### src/rtl/pipelined_adder_pkg.sv
// Shared constants and parameter helpers for the pipelined ripple adder.
package pipelined_adder_pkg;

  localparam int unsigned DEFAULT_WIDTH = 16;
  localparam int unsigned DEFAULT_LANE  = 4;

  // Returns 0 when the width cannot be split into whole lanes; callers treat 0 as illegal.
  function automatic int unsigned num_stages(input int unsigned width, input int unsigned lane);
    if (lane == 0 || width == 0 || (width % lane) != 0) begin
      return 0;
    end
    return width / lane;
  endfunction

endpackage

### src/rtl/pipelined_adder_if.sv
// Operand/result handshake bundle for pipelined_adder; master drives operands and consumer ready.
interface pipelined_adder_if
  import pipelined_adder_pkg::*;
#(
  parameter int unsigned WIDTH = DEFAULT_WIDTH
) ();

  logic [WIDTH-1:0] a_in;
  logic [WIDTH-1:0] b_in;
  logic             carry_in;
  logic             valid_in;
  logic             ready_out;
  logic [WIDTH-1:0] sum_out;
  logic             carry_out;
  logic             overflow_out;
  logic             valid_out;
  logic             ready_in;

  modport master (
    output a_in, b_in, carry_in, valid_in, ready_in,
    input  ready_out, sum_out, carry_out, overflow_out, valid_out
  );

  modport slave (
    input  a_in, b_in, carry_in, valid_in, ready_in,
    output ready_out, sum_out, carry_out, overflow_out, valid_out
  );

endinterface

### src/rtl/pipelined_adder_add_lane.sv
// Combinational LANE-bit ripple adder; also exposes the carry into its MSB for overflow detection.
module add_lane
  import pipelined_adder_pkg::*;
#(
  parameter int unsigned LANE = DEFAULT_LANE
) (
  input  logic [LANE-1:0] a,
  input  logic [LANE-1:0] b,
  input  logic            carry_in,
  output logic [LANE-1:0] sum,
  output logic            carry_out,
  output logic            carry_msb
);

  logic [LANE:0] carry;

  always_comb begin
    carry    = '0;
    sum      = '0;
    carry[0] = carry_in;
    for (int unsigned i = 0; i < LANE; i++) begin
      sum[i]     = a[i] ^ b[i] ^ carry[i];
      carry[i+1] = (a[i] & b[i]) | (carry[i] & (a[i] ^ b[i]));
    end
  end

  assign carry_out = carry[LANE];
  assign carry_msb = carry[LANE-1];

endmodule

### src/rtl/pipelined_adder.sv
// Pipelined WIDTH-bit adder: one LANE-bit slice per stage, carry rippled between stages,
// operand skew on the way in and sum deskew on the way out, globally stalled valid/ready.
module pipelined_adder
  import pipelined_adder_pkg::*;
#(
  parameter int unsigned WIDTH = DEFAULT_WIDTH,
  parameter int unsigned LANE  = DEFAULT_LANE
) (
  input logic              clk_in,
  input logic              rst_n_in,
  pipelined_adder_if.slave bus
);

  localparam int unsigned NUM_STAGES = num_stages(WIDTH, LANE);

  if (NUM_STAGES == 0) begin : g_bad_params
    $error("pipelined_adder: WIDTH (%0d) must be a non-zero multiple of LANE (%0d)", WIDTH, LANE);
  end

  // Single enable for the whole pipe; bubbles travel along rather than being squeezed out.
  logic advance;
  assign advance       = !bus.valid_out || bus.ready_in;
  assign bus.ready_out = rst_n_in && advance;

  for (genvar k = 0; k < NUM_STAGES; k++) begin : g_stage
    localparam int unsigned SRC_W  = WIDTH - k * LANE;
    localparam int unsigned DONE_W = (k + 1) * LANE;

    logic [SRC_W-1:0]  src_a;
    logic [SRC_W-1:0]  src_b;
    logic              src_c;
    logic              src_v;
    logic [LANE-1:0]   lane_sum;
    logic              lane_cout;
    logic              lane_cmsb;
    logic [DONE_W-1:0] done_sum;

    // src_a/src_b hold only the lanes not yet added; their low lane is this stage's slice.
    if (k == 0) begin : g_src
      assign src_a    = bus.a_in;
      assign src_b    = bus.b_in;
      assign src_c    = bus.carry_in;
      assign src_v    = bus.valid_in;
      assign done_sum = lane_sum;
    end else begin : g_src
      assign src_a    = g_stage[k-1].g_reg.a_rem_q;
      assign src_b    = g_stage[k-1].g_reg.b_rem_q;
      assign src_c    = g_stage[k-1].g_reg.c_q;
      assign src_v    = g_stage[k-1].g_reg.v_q;
      assign done_sum = {lane_sum, g_stage[k-1].g_reg.s_q};
    end

    add_lane #(
      .LANE(LANE)
    ) u_add_lane (
      .a        (src_a[LANE-1:0]),
      .b        (src_b[LANE-1:0]),
      .carry_in (src_c),
      .sum      (lane_sum),
      .carry_out(lane_cout),
      .carry_msb(lane_cmsb)
    );

    if (k < NUM_STAGES - 1) begin : g_reg
      logic                  v_q;
      logic                  c_q;
      logic [SRC_W-LANE-1:0] a_rem_q;
      logic [SRC_W-LANE-1:0] b_rem_q;
      logic [DONE_W-1:0]     s_q;

      // Only the top lane's MSB carry matters for signed overflow.
      logic unused_msb_carry;
      assign unused_msb_carry = lane_cmsb;

      always_ff @(posedge clk_in or negedge rst_n_in) begin
        if (!rst_n_in) begin
          v_q     <= 1'b0;
          c_q     <= 1'b0;
          a_rem_q <= '0;
          b_rem_q <= '0;
          s_q     <= '0;
        end else if (advance) begin
          v_q <= src_v;
          if (src_v) begin
            c_q     <= lane_cout;
            a_rem_q <= src_a[SRC_W-1:LANE];
            b_rem_q <= src_b[SRC_W-1:LANE];
            s_q     <= done_sum;
          end
        end
      end
    end else begin : g_out
      // Data registers load only with a valid result so they hold across bubbles.
      always_ff @(posedge clk_in or negedge rst_n_in) begin
        if (!rst_n_in) begin
          bus.valid_out    <= 1'b0;
          bus.sum_out      <= '0;
          bus.carry_out    <= 1'b0;
          bus.overflow_out <= 1'b0;
        end else if (advance) begin
          bus.valid_out <= src_v;
          if (src_v) begin
            bus.sum_out      <= done_sum;
            bus.carry_out    <= lane_cout;
            bus.overflow_out <= lane_cout ^ lane_cmsb;
          end
        end
      end
    end
  end

endmodule

### src/flat_wrapper.sv
// flat-port wrapper written by rule: the top's interface ports become plain ports
module pipelined_adder_flat import pipelined_adder_pkg::*;
#(
  parameter int unsigned WIDTH = DEFAULT_WIDTH,
  parameter int unsigned LANE  = DEFAULT_LANE
)
  (clk_in, rst_n_in, bus_a_in, bus_b_in, bus_carry_in, bus_valid_in, bus_ready_in, bus_ready_out, bus_sum_out, bus_carry_out, bus_overflow_out, bus_valid_out);
  pipelined_adder_if #(.WIDTH(WIDTH)) bus_i ();
  input logic clk_in;
  input logic rst_n_in;
  input wire logic [$bits(bus_i.a_in)-1:0] bus_a_in;
  input wire logic [$bits(bus_i.b_in)-1:0] bus_b_in;
  input wire logic [$bits(bus_i.carry_in)-1:0] bus_carry_in;
  input wire logic [$bits(bus_i.valid_in)-1:0] bus_valid_in;
  input wire logic [$bits(bus_i.ready_in)-1:0] bus_ready_in;
  output wire logic [$bits(bus_i.ready_out)-1:0] bus_ready_out;
  output wire logic [$bits(bus_i.sum_out)-1:0] bus_sum_out;
  output wire logic [$bits(bus_i.carry_out)-1:0] bus_carry_out;
  output wire logic [$bits(bus_i.overflow_out)-1:0] bus_overflow_out;
  output wire logic [$bits(bus_i.valid_out)-1:0] bus_valid_out;
  assign bus_i.a_in = bus_a_in;
  assign bus_i.b_in = bus_b_in;
  assign bus_i.carry_in = bus_carry_in;
  assign bus_i.valid_in = bus_valid_in;
  assign bus_i.ready_in = bus_ready_in;
  assign bus_ready_out = bus_i.ready_out;
  assign bus_sum_out = bus_i.sum_out;
  assign bus_carry_out = bus_i.carry_out;
  assign bus_overflow_out = bus_i.overflow_out;
  assign bus_valid_out = bus_i.valid_out;
  pipelined_adder #(.WIDTH(WIDTH), .LANE(LANE)) u_core (.clk_in(clk_in), .rst_n_in(rst_n_in), .bus(bus_i));
endmodule
### config.mk
export PLATFORM = sky130hd
export DESIGN_NAME = pipelined_adder_flat
export DESIGN_NICKNAME = d
export VERILOG_FILES = /design/src/rtl/pipelined_adder_pkg.sv /design/src/rtl/pipelined_adder_if.sv /design/src/rtl/pipelined_adder_add_lane.sv /design/src/rtl/pipelined_adder.sv /design/src/flat_wrapper.sv
export SDC_FILE = /design/constraint.sdc
export NUM_CORES = 1
export LEC_CHECK = 0
export BUFFER_PORTS_ARGS = -buffer_cell sky130_fd_sc_hd__buf_2
export CAP_MARGIN = 15
export CORE_AREA = 2 2 96 98
export DETAILED_ROUTE_END_ITERATION = 6
export DIE_AREA = 0 0 98 100
export PLACE_DENSITY = 0.7
export SETUP_SLACK_MARGIN = 0.5
export SYNTH_ARGS = -nofsm -noshare
export SYNTH_HDL_FRONTEND = slang
export SYNTH_SLANG_ARGS = --single-unit
### constraint.sdc
create_clock -name clk_in -period 3.93 [get_ports clk_in]
set_input_delay 0.5895 -clock clk_in [delete_from_list [all_inputs] [get_ports clk_in]]
set_output_delay 0.5895 -clock clk_in [all_outputs]
set_load 0.03 [all_outputs]
## Word-level counts from Yosys, hierarchy flattened

Cells that the tools add are included.

- Flip-flop bits (word level): 97
- Latch bits: 0
- RAM bits: 0
- Bits in read-only memories: 0
- Logic and storage cells: 107
- Memories kept: 0

- Add/subtract/negate cells: 0
- $mul: 0
- Div/mod/pow operators: 0
- Magnitude comparators: 0
- Equal/unequal tests: 0
- Shifts and indexed selects: 0
- Mux-type cells: 0
- Bitwise gates (word level): 81
- Reduce and logical (&&, ||, !) cells: 7

Operators by type and width:

| kind | number |
|---|---|
| $xor 1x1->1 | 33 |
| $and 1x1->1 | 32 |
| $or 1x1->1 | 16 |
| $reduce_and 2->1 | 4 |
| $logic_and 1x1->1 | 1 |
| $logic_not 1->1 | 1 |
| $logic_or 1x1->1 | 1 |

## Longest topological paths before layout

- Depth after elaboration: 10
- Gate-level depth with buffers: 9
- Depth with buffers taken out: 9

## By module

Synthesis repeated with hierarchy kept, for this count alone.

- Cells, all modules: 261
- Area total of the unflattened synthesis: 4381.7 sq um

Modules (own cells, without submodules):

| module | times used | cells each | area each (sq um) | sequential area each (sq um) |
|---|---|---|---|---|
| pipelined_adder | 1 | 213 | 3941.3 | 2427.3 |
| add_lane | 4 | 12 | 110.1 | 0.0 |

## Least setup slack after synthesis

OpenSTA, ideal clock, no wires.

- Path type: input -> register
- Start point: in bus_carry_in
- End point: reg u_core.g_stage[0].g_reg.s_q[3]
- Arrival time: 2181 ps
- Setup slack: 1666 ps
- Stages: 8
- Buffers on the path: 0
- Cell sequence: fa_1 inv_1 fa_1 inv_1 fa_1 inv_1 fa_1 o21ai_0

- Cells in the longest elaborated chain, start to end: 7

RTL lines:

| item | line | text |
|---|---|---|
| start, declared | flat_wrapper.sv:13 | `input wire logic [$bits(bus_i.carry_in)-1:0] bus_carry_in;` |
| $and 1x1->1 | pipelined_adder_add_lane.sv:23 | `carry[i+1] = (a[i] & b[i]) \| (carry[i] & (a[i] ^ b[i]));` |
| $or 1x1->1 | pipelined_adder_add_lane.sv:23 |  |
| $and 1x1->1 | pipelined_adder_add_lane.sv:23 |  |
| $or 1x1->1 | pipelined_adder_add_lane.sv:23 |  |
| $and 1x1->1 | pipelined_adder_add_lane.sv:23 |  |
| $or 1x1->1 | pipelined_adder_add_lane.sv:23 |  |
| $xor 1x1->1 | pipelined_adder_add_lane.sv:22 | `sum[i] = a[i] ^ b[i] ^ carry[i];` |
| end signal, assigned | pipelined_adder.sv:88 | `s_q <= done_sum;` |
| end, declared | pipelined_adder.sv:69 | `logic [DONE_W-1:0] s_q;` |

No other way between the ends.
A chain may end at the register's enable or synchronous reset.

## Worst setup path after layout

- Start point: reg u_core.g_stage[1].g_reg.b_rem_q[0]
- End point: reg u_core.g_stage[2].g_reg.s_q[11]

- Cells in the longest elaborated chain, start to end: 8
- Elaborated cells on any way between the ends: 9

RTL lines:

| item | line | text |
|---|---|---|
| start, declared | pipelined_adder.sv:68 | `logic [SRC_W-LANE-1:0] b_rem_q;` |
| start signal, assigned | pipelined_adder.sv:87 | `b_rem_q <= src_b[SRC_W-1:LANE];` |
| $xor 1x1->1 | pipelined_adder_add_lane.sv:23 |  |
| $and 1x1->1 | pipelined_adder_add_lane.sv:23 |  |
| $or 1x1->1 (*) | pipelined_adder_add_lane.sv:23 |  |
| $and 1x1->1 (*) | pipelined_adder_add_lane.sv:23 |  |
| $or 1x1->1 (*) | pipelined_adder_add_lane.sv:23 |  |
| $and 1x1->1 (*) | pipelined_adder_add_lane.sv:23 |  |
| $or 1x1->1 (*) | pipelined_adder_add_lane.sv:23 |  |
| $xor 1x1->1 (*) | pipelined_adder_add_lane.sv:22 |  |
| end signal, assigned | pipelined_adder.sv:88 |  |
| end, declared | pipelined_adder.sv:69 |  |

Mark *: on every way between the ends. The rest lies on a longest branch, timed or not.

==> results.txt <==
Synth area leaders - dfrtp_1, mux2_4, fa_1, mux2_2, o21ai_0
R2R depth - 8
DR WL/cell - 15.0 um
Via density - 4.83
Syn Inst Count - 273
initial antenna violation count - 0
first-pass GRT wire length - 11400 um
drt pass-1 iters - 4
mapped cell area - 0.00432 mm2
number of max-cap violations - 0
pins over their slew limit - 0
Layout Nets - 384
Setup Buffers After CTS - 0
r2r setup slk - 1710 ps
1st-iter DRT viols - 107
WS Path Type - register to register
Total Neg Setup Slack - 0 ps
Worst Tran Pin Value - 968 ps
Synth Area per Inst - 15.8 um2
Min Clock Period, post-route - 2220 ps
yosys warns - 0
fin worst setup slack - 1710 ps
largest net degree at the start of global routing - 52
Worst Path Required - 4210 ps
Worst Hold Class - primary input to asynchronous set/reset pin
Num CTS Buffers - 9
fraction of registers with async set/reset - 100%
Overflow after GRT - 0
Yosys reg bits - 97
clk slew on worst S/H paths - 100 ps
biggest area consumer among synthesized cells - dfrtp_1
Synth Net Count - 326
layout cell share with drive strength beyond 1 - 46.7%
cell area power density - 824 mW/mm2
die area - 0.00980 mm2
Die H - 100 um
routed vias - 2160
antenna-violating nets left - 0
Bufs on Longest Clock Path - 2
Worst R2R Start - u_core.g_stage[1].g_reg.b_rem_q[0]
worst-skew pair later-pin latency - 360 ps
Layout fillers - 733
CTS resizes - 0
CTS H-Tree Depth - 3
Slew headroom - 35.3%
final WL - 6690 um
synthesis-to-finish area growth - 12.1%
Crit Path Max Fanout - 2
synth unique cells - 16
Hold Violations, Final - 0
hold_buf cts - 0
crit path to - u_core.g_stage[2].g_reg.s_q[11]
starting density of the core - 48.6%
unrepaired setup endpoints after global routing - false
Fmax - 0.450 GHz
Worst VDD drop - 0.294 mV
TritonCTS clock tree - built
Root Driver - clkbuf_8
Pleak - 2.44 nW
Clock Skew - 14.4 ps
sequential area share after synthesis - 56.2%
routability cong. - 0.763
Post-synth EDFFs - 0
ANT cells - 0
final setup fails - 0
core area - 0.00889 mm2
pre-CTS setup slack - 1460 ps
Critical R2R Capture - u_core.g_stage[2].g_reg.s_q[11]
row cnt - 35
Port Buffer Count - 56
CTS sink count - 97
Post-DP HPWL - 4630 um
critical path endpoint category - register
Post-synth top flop - dfrtp_1
status - completed
DRC violations left - 0
vias in the first global route - 2299
I/O pin count - 57
Die Wd - 98 um
count leader, synth - dfrtp_1
post-synth top area share - 56.2%
Crit. Startpoint - u_core.g_stage[1].g_reg.b_rem_q[0]
GRT Total Usage - 14.9%
Worst setup SP type - register
Post-synth top cells - dfrtp_1, mux2_4, inv_1
ratio of final minimum period to clock period - 56.6%
Worst EP arrival - 2500 ps
==> power breakdown <==
group	leakage, nW	internal [mW]	switching (mW)
clock	0.0962	0.315	0.335
sequential	1.15	1.45	0.267
combinational	1.19	0.863	0.762
total	2.44	2.63	1.36
==> worst max-delay path, stage by stage, from the launching register on <==
cell     delay [ps]
dfrtp_1         410
fa_1            430
inv_1            80
fa_1            170
inv_1            50
fa_1            360
inv_1            70
fa_1            410
o21ai_0         170
==> layer usage <==
layer	vias up	global-route usage [%]	wire, um
li1	1020	-	-
met1	1097	19.9	3080
met2	33	24.1	3300
met3	10	3.48	180
met4	0	5.77	123
met5	-	0	0
==> cells by family (layout without fill, tap and decap cells) <==
logic type      after synthesis  in the layout  share of synthesized area (%)
simple gates                  8              8                           1.62
fa+ha+maj                    16             16                           7.42
xor+xnor                      1              1                          0.203
flops                        97             97                           56.2
mux                          80             80                           25.9
compound gates               29             29                           3.36
buf+inv                      42            105                           5.30
==> worst min-delay path by stage <==
stage                     depth (start not counted)  slack, ps                                from                                 end
after floorplan                                   0        290                            rst_n_in                u_core.bus.carry_out
after global placement                            1        480               u_core.bus.sum_out[0]               u_core.bus.sum_out[0]
after detailed placement                          1        490  u_core.g_stage[1].g_reg.a_rem_q[4]  u_core.g_stage[1].g_reg.a_rem_q[4]
after CTS                                         1        240                            rst_n_in               u_core.bus.sum_out[3]
after global routing                              1        250                            rst_n_in      u_core.g_stage[0].g_reg.s_q[2]
final                                             1        230                            rst_n_in              u_core.bus.sum_out[12]
==> final cells by class <==
class	count	area (um2)	area share (%)
Clock buffer	11	141	2.92
Clock inverter	5	62.6	1.29
Inverter	32	120	2.48
Multi-Input combinational cell	134	1660	34.3
Sequential cell	97	2430	50.1
Tap cell	111	139	2.87
Timing Repair Buffer	57	290	5.99
==> flip-flops by register name (all words and copies together), names as in the netlist <==
name	count
u_core.bus.valid_out	1
u_core.bus.overflow_out	1
u_core.g_stage.g_reg.a_rem_q	24
u_core.g_stage.g_reg.c_q	3
u_core.g_stage.g_reg.s_q	24
u_core.g_stage.g_reg.v_q	3
u_core.bus.sum_out	16
u_core.g_stage.g_reg.b_rem_q	24
u_core.bus.carry_out	1
==> metrics by stage <==
| step | utilization [%] | std cells | instance area [um2] | hold WS (ps) | power [mW] |
|---|---|---|---|---|---|
| final | 54.5 | 447 | 4840 | 226 | 3.99 |
| after global routing | 54.5 | 447 | 4840 | 250 | 4.28 |
| after CTS | 54.5 | 447 | 4840 | 238 | 4.04 |
| after detailed placement | 52.2 | 431 | 4640 | 491 | 3.38 |
| after global placement | 52.2 | 431 | 4640 | 484 | 3.29 |
| after floorplan | - | 273 | 4320 | 294 | 3.01 |
==> layout by cell type (no fill, tap or decap), types with 3 or more instances in the layout <==
cell type	count
nand2_4	3
mux2_2	22
o21ai_0	29
fa_1	16
dfrtp_1	97
mux2_4	58
inv_1	32
clkbuf_8	10
buf_2	55
Power figures use the tool's default switching activity.
